<file path="src/rtl/regfile_wb_arbiter.sv">
// Write-back arbiter for a single-write-port register file: an init sweep after
// reset, then round-robin valid/ready arbitration among ALU, load and debug.
module regfile_wb_arbiter #(
  parameter int unsigned       DATA_W     = 32,
  parameter int unsigned       ADDR_W     = 5,
  parameter int unsigned       NREG       = 32,
  parameter logic [DATA_W-1:0] INIT_VALUE = '0,
  parameter bit                INIT_EN    = 1'b1
) (
  input  logic                  clk,
  input  logic                  Reset,
  input  logic [2:0]            req_valid,
  output logic [2:0]            req_ready,
  input  logic [3*ADDR_W-1:0]   req_rd,
  input  logic [3*DATA_W-1:0]   req_data,
  output logic                  RegWrite,
  output logic [ADDR_W-1:0]     rd,
  output logic [DATA_W-1:0]     wd,
  output logic [1:0]            grant_id,
  output logic                  init_done
);

  localparam int unsigned       NREQ     = 3;
  localparam logic [0:0]        ST_INIT  = 1'b0;
  localparam logic [0:0]        ST_RUN   = 1'b1;
  localparam logic [ADDR_W-1:0] LAST_REG = ADDR_W'(NREG - 1);
  localparam logic [1:0]        INIT_ID  = 2'd3;

  logic [0:0]        state, state_n;
  logic [ADDR_W-1:0] cnt, cnt_n;
  logic [1:0]        ptr, ptr_n;
  logic              we_n;
  logic [ADDR_W-1:0] rd_n;
  logic [DATA_W-1:0] wd_n;
  logic [1:0]        gid_n;
  logic              done_n;

  logic [1:0]        cand0, cand1, gidx;
  logic              xfer;

  logic [ADDR_W-1:0] rd_arr   [NREQ];
  logic [DATA_W-1:0] data_arr [NREQ];

  for (genvar g = 0; g < NREQ; g++) begin : g_unpack
    assign rd_arr[g]   = req_rd[g*ADDR_W +: ADDR_W];
    assign data_arr[g] = req_data[g*DATA_W +: DATA_W];
  end

  function automatic logic [1:0] wrap_inc(input logic [1:0] i);
    return (i == 2'd2) ? 2'd0 : i + 2'd1;
  endfunction

  // Round-robin search starting just after the last granted requester.
  always_comb begin
    cand0 = wrap_inc(ptr);
    cand1 = wrap_inc(cand0);
    xfer  = 1'b1;
    gidx  = ptr;
    if (req_valid[cand0])      gidx = cand0;
    else if (req_valid[cand1]) gidx = cand1;
    else if (req_valid[ptr])   gidx = ptr;
    else                       xfer = 1'b0;
    // Nothing is accepted outside RUN or while reset is being applied.
    if ((state != ST_RUN) || Reset) xfer = 1'b0;
  end

  assign req_ready = xfer ? (3'b001 << gidx) : 3'b000;

  always_comb begin
    state_n = state;
    cnt_n   = cnt;
    ptr_n   = ptr;
    we_n    = 1'b0;
    rd_n    = rd;
    wd_n    = wd;
    gid_n   = grant_id;
    done_n  = init_done;
    case (state)
      ST_INIT: begin
        we_n  = 1'b1;
        rd_n  = cnt;
        wd_n  = INIT_VALUE;
        gid_n = INIT_ID;
        cnt_n = cnt + ADDR_W'(1);
        if (cnt == LAST_REG) begin
          done_n  = 1'b1;
          state_n = ST_RUN;
        end
      end
      default: begin
        if (xfer) begin
          ptr_n = gidx;
          rd_n  = rd_arr[gidx];
          wd_n  = data_arr[gidx];
          gid_n = gidx;
          // x0 is hardwired zero: the handshake completes but nothing is written.
          we_n  = (rd_arr[gidx] != '0);
        end
      end
    endcase
  end

  always_ff @(posedge clk) begin
    if (Reset) begin
      state     <= INIT_EN ? ST_INIT : ST_RUN;
      cnt       <= '0;
      ptr       <= '0;
      RegWrite  <= 1'b0;
      rd        <= '0;
      wd        <= '0;
      grant_id  <= '0;
      init_done <= !INIT_EN;
    end else begin
      state     <= state_n;
      cnt       <= cnt_n;
      ptr       <= ptr_n;
      RegWrite  <= we_n;
      rd        <= rd_n;
      wd        <= wd_n;
      grant_id  <= gid_n;
      init_done <= done_n;
    end
  end

endmodule

</file>
<file path="config.mk">
export PLATFORM = sky130hd
export DESIGN_NAME = regfile_wb_arbiter
export DESIGN_NICKNAME = d
export VERILOG_FILES = /design/src/rtl/regfile_wb_arbiter.sv
export SDC_FILE = /design/constraint.sdc
export NUM_CORES = 1
export LEC_CHECK = 0
export BUFFER_PORTS_ARGS = -buffer_cell sky130_fd_sc_hd__buf_4
export CAP_MARGIN = 20
export CORE_MARGIN = 2
export CORE_UTILIZATION = 35
export DETAILED_ROUTE_END_ITERATION = 10
export PLACE_DENSITY = 0.77
export REMOVE_ABC_BUFFERS = 1
export SYNTH_ARGS = -nofsm -noshare
export SYNTH_HDL_FRONTEND = slang
export SYNTH_SLANG_ARGS = --single-unit
</file>
<file path="constraint.sdc">
create_clock -name clk -period 2.4 [get_ports clk]
set_input_delay 0.48 -clock clk [delete_from_list [all_inputs] [get_ports clk]]
set_output_delay 0.48 -clock clk [all_outputs]
set_load 0.01 [all_outputs]
</file>
**After elaboration in Yosys (flattened, before gate mapping)**

Cells that the tools add are included.

- Register bits: 49
- Input port bits: 116
- Output and inout bits: 44
- Logic and storage cells: 56

- Add/sub/neg operators: 3
- Magnitude comparators: 4
- Eq/ne operators: 4
- Shifts and indexed selects: 1
- Multiplexer cells: 29
- Bitwise gates (word level): 2
- Reduce and logical (&&, ||, !) cells: 5

Operator list:

| kind | number |
|---|---|
| 32-bit binary-select mux with 2-bit select | 1 |
| 32-bit 2-to-1 mux | 2 |
| 5-bit 2-to-1 mux | 4 |
| 2-bit 2-to-1 mux | 6 |
| 1-bit 2-to-1 mux | 11 |
| 5-bit binary-select mux with 2-bit select | 1 |
| 2-bit by 3-bit less-than comparator with 1-bit output (second input constant) | 3 |
| 1-bit binary-select mux with 2-bit select | 3 |
| 5-bit by 1-bit adder with 5-bit output (second input constant) | 1 |
| 5-bit == test (second input constant) | 1 |
| 5-bit nonzero test | 1 |
| 2-bit by 1-bit adder with 2-bit output (second input constant) | 2 |
| 2-bit == test (second input constant) | 2 |
| 2-bit AND reduction | 2 |
| 3-bit >= comparator (second input constant) | 1 |
| 3-bit 2-to-1 mux | 1 |
| 2-bit inverter with 3-bit output | 1 |
| 1-bit by 2-bit << shifter with 3-bit output (first input constant) | 1 |
| 2-bit by 1-bit != test with 1-bit output (second input constant) | 1 |
| 2-bit OR reduction | 1 |
| 1-bit logical OR | 1 |
| 1-bit inverter | 1 |

**Longest topological paths before layout**

- Depth in word-level cells: 15
- Mapped depth: 8

**Least setup slack after synthesis**

OpenSTA, ideal clock, no wires.

- Kind: input to output
- Start: input req_valid[1]
- End: output req_ready[0]
- Data arrival time: 1662 ps
- Data required time: 1920 ps
- Slack: 258 ps
- Stages: 6
- Cells stage by stage: nor2_1 a21boi_1 or3_1 buf_2 clkbuf_1 nor3_1

- Cells in the longest elaborated chain, start to end: 7
- Elaborated cells on any way between the ends: 14
- Those cells by class: shift: 1; mux: 13

Ends and longest elaborated chain:

| what | line | RTL |
|---|---|---|
| from (decl) | 12 | `input logic [2:0] req_valid,` |
| 1-bit binary-select mux with 2-bit select | 61 | `else if (req_valid[ptr]) gidx = ptr;` |
| 1-bit 2-to-1 mux (implied by the code) | 61 |  |
| 1-bit 2-to-1 mux | 61 |  |
| 1-bit 2-to-1 mux | 60 | `else if (req_valid[cand1]) gidx = cand1;` |
| 1-bit 2-to-1 mux | 59 | `if (req_valid[cand0]) gidx = cand0;` |
| 1-bit 2-to-1 mux | 64 | `if ((state != ST_RUN) \|\| Reset) xfer = 1'b0;` |
| 3-bit 2-to-1 mux (*) | 67 | `assign req_ready = xfer ? (3'b001 << gidx) : 3'b000;` |
| to (decl) | 13 | `output logic [2:0] req_ready,` |

Every way passes the cells marked *; elsewhere a longest branch is shown, timed or not. The select of a mux whose other input is x is not followed.

**Worst setup path after layout**

- Start: register ptr[1]
- End: output req_ready[1]

- Cells in the longest elaborated chain, start to end: 10
- Elaborated cells on any way between the ends: 20
- Those cells by class: add/sub: 2; eq/ne: 2; shift: 1; mux: 15

Ends and longest elaborated chain:

| what | line | RTL |
|---|---|---|
| from (decl) | 31 | `logic [1:0] ptr, ptr_n;` |
| from (signal assigned) | 116 | `ptr <= ptr_n;` |
| 2-bit by 1-bit adder with 2-bit output / 2-bit == test (equally long branches) | 50 | `return (i == 2'd2) ? 2'd0 : i + 2'd1;` |
| 2-bit 2-to-1 mux | 50 |  |
| 2-bit by 1-bit adder with 2-bit output / 2-bit == test (equally long branches) | 50 |  |
| 2-bit 2-to-1 mux | 50 |  |
| 1-bit binary-select mux with 2-bit select | 60 |  |
| 1-bit 2-to-1 mux (implied by the code) | 60 |  |
| 2-bit 2-to-1 mux / 1-bit 2-to-1 mux (equally long branches) | 60 |  |
| 2-bit 2-to-1 mux / 1-bit 2-to-1 mux (equally long branches) | 59 |  |
| 1-bit by 2-bit << shifter with 3-bit output / 1-bit 2-to-1 mux (equally long branches) | 67, 64 |  |
| 3-bit 2-to-1 mux (*) | 67 |  |

Marks and branches as above.

==> results.cfg <==
[clock_tree]
numCtsBuffers = 5
clk_path_buf_depth = 2
ctsResizeCount = 0
cts-root-buf = clkbuf_8
cts_tree = built
cts_hold_buffers = 0
path_clk_slew_ns = 0.09
h-tree-depth = 2
cts_setup_buffers = 0
worstSkewPairLatency_ns = 0.29
cts_sinks = 49

[floorplanning]
start_util_pct = 36.35
core_area_um2 = 6794
die_y_um = 88.01
die_area_um2 = 7745
num_rows = 30
die-width_um = 88.01
io-pin-count = 160

[global_routing]
grt_antenna_before_repair = 0
track_usage_pct = 18.83
grt_pass1_vias = 2615
grt_overflow = 0
grt_max_degree = 35
grt_first_pass_wirelength_um = 11600

[pwr]
power.leakage_nw = 1.918
total_power_mw = 1.629
ir_drop_mv = 0.2030
p_per_area_nw_per_um2 = 422.1

[worst_setup_path]
crit_family = compound AO/OA/AOI/OAI gates
cpMostUsedCell = buf_4
critPathBufInv = 2
critPathMaxStageDelay_ns = 0.41
crit_fanout = 22
worstPathArrival_ns = 1.79
cp_cell_sequence = nor2b_1 > o32a_2 > buf_4 > and2_1 > buf_4
slowest_stage = o32a_2
required_ns = 1.92
worstSetupPathType = reg -> out
crit_path_start_kind = flip-flop
end_kind = primary output

[layout]
antenna_cells = 0
drive_above_1_share_pct = 38.74
fin_cells = 558
fin_area_um2 = 3859
syn2layout_area_growth_pct = 56.23
final_util_pct = 56.80
nNetsFinal = 579

[synth]
avgSynthCellArea_um2 = 8.071
ys_ff_latch = 49
synthDistinctLibCells = 30
synth_cells = 306
ys_seq_area_share_pct = 39.72
netlist_area_um2 = 2470
ys_warn_count = 0

[run_status]
status = finished, final reports clean

[drt]
wl_met3_um = 641
avgViaCountPerCell = 4.814
num_vias = 2686
ant_nets = 0
wl_met2_um = 3812
drtIter0Drc = 47
wl_met1_um = 2923
drt_pass1_iterations = 4
routed.top_layer = met4
routedWlPerCell_um = 13.31
drc = 0
totalWireLength_um = 7428

[timing]
slew_headroom_pct = 72.79
setup_viol = 0
finalHoldViolCount = 0
fin_setup_tns_ns = 0
rsz0062_at_grt = false
max_freq_mhz = 440.4
fin_crit_ns = 2.270
finalMaxSlewViolations = 0
finalCritPeriodShare_pct = 94.60
skew_ns = 0.006225
tightestPinTransition_ns = 0.4060

[placement]
dpl.hpwl_um = 5887
portBuffers = 159
placed_area_um2 = 3774
routabilityCongestion = 0.7823
dp.cells = 550

[min_path]
hold_path.class = in -> reg

[job]
drv_cap = 0
[cell usage after synthesis]
library cell	instances	area (µm²)
and2_1	2	12.51
buf_1	2	7.510
o2bb2ai_1	5	43.79
buf_4	4	30.03
clkbuf_1	9	33.78
and3_1	1	6.260
nor3_1	4	20.02
o21ai_0	28	140.1
buf_2	6	30.03
ha_1	2	25.02
inv_1	2	7.510
xnor2_1	1	8.760
o21ai_1	4	20.02
xor2_1	1	8.760
a21boi_1	1	7.510
nand2_1	33	123.9
o32a_1	1	10.01
a221oi_1	6	52.55
a22oi_2	1	12.51
nand3_1	1	5.000
nor2b_1	8	50.05
nand2b_1	1	6.260
nor4_1	1	6.260
or3_1	1	6.260
a21oi_1	37	185.2
nor3b_2	1	12.51
dfxtp_1	49	980.9
mux2i_1	41	410.4
buf_6	1	11.26
nor2_1	52	195.2
[power by group]
| part | switching, mW | leakage [nW] | internal (mW) |
|---|---|---|---|
| Combinational | 0.133 | 1.48 | 0.203 |
| Clock | 0.256 | 0.0395 | 0.208 |
| Sequential | 0.00738 | 0.397 | 0.822 |
| Total | 0.396 | 1.92 | 1.23 |
[area by class of cell]
class	count	area [µm²]
fill	650	2935
multi-input combinational	233	1381
timing repair buffer	170	1289
sequential	49	980.9
tap	96	120.1
clock buffer	8	80.08
inverter	2	7.507
[sequential cells by signal, summed over array words and instances, names as in the netlist]
register   flops
ptr            2
wd            32
grant_id       2
init_done      1
rd             5
RegWrite       1
cnt            5
state          1
[worst min-delay path, stage by stage]
cell and delay (ns):
buf_4 0.07, a21oi_1 0.05, o21ai_1 0.10
[cells in the final DEF (no fill, tap or decap), types with 3 or more instances in the layout]
cell type,netlist,routed
o2bb2ai_1,5,5
a221oi_1,6,6
dfxtp_1,49,49
o21ai_1,4,4
nor3_1,4,3
nor2b_1,8,8
a21oi_1,37,37
clkbuf_8,0,5
buf_4,4,169
o21ai_0,28,28
nand2_1,33,33
clkbuf_1,9,3
nor2_1,52,52
mux2i_1,41,41
[layer usage]
layer,up-vias,track usage (%)
met2,103,35.47
met1,1212,20.90
met3,5,5.561
met4,0,3.776
li1,1366,-
met5,-,0
[kinds of logic after synthesis]
logic type      share of synthesized area, %
compound gates                         19.10
xor+xnor                              0.7093
fa+ha+maj                              1.013
buf+inv                                4.863
flops                                  39.72
mux                                    16.62
simple gates                           17.98
[through the flow]
step	hold slack, ns	setup WS, ns
2_1_floorplan	0.4715	-1.226
6_report	0.4453	0.1296
4_1_cts	0.4397	0.1153
5_1_grt	0.4461	0.03378
3_3_place_gp	0.4354	0.2674
3_5_place_dp	0.4422	0.2170
[final timing paths]
kind	start	end	slack [ns]	cells past startpoint
setup / recovery	ptr[1]$_SDFFE_PP0P_	req_ready[1]	0.13	5
hold / removal	req_data[51]	wd[19]$_SDFFE_PP0P_	0.45	3
setup reg to reg	ptr[1]$_SDFFE_PP0P_	RegWrite$_SDFF_PP0_	0.43	6
hold reg to reg	wd[19]$_SDFFE_PP0P_	wd[19]$_SDFFE_PP0P_	0.45	2
Note: power is estimated with default switching activity, not from simulation.
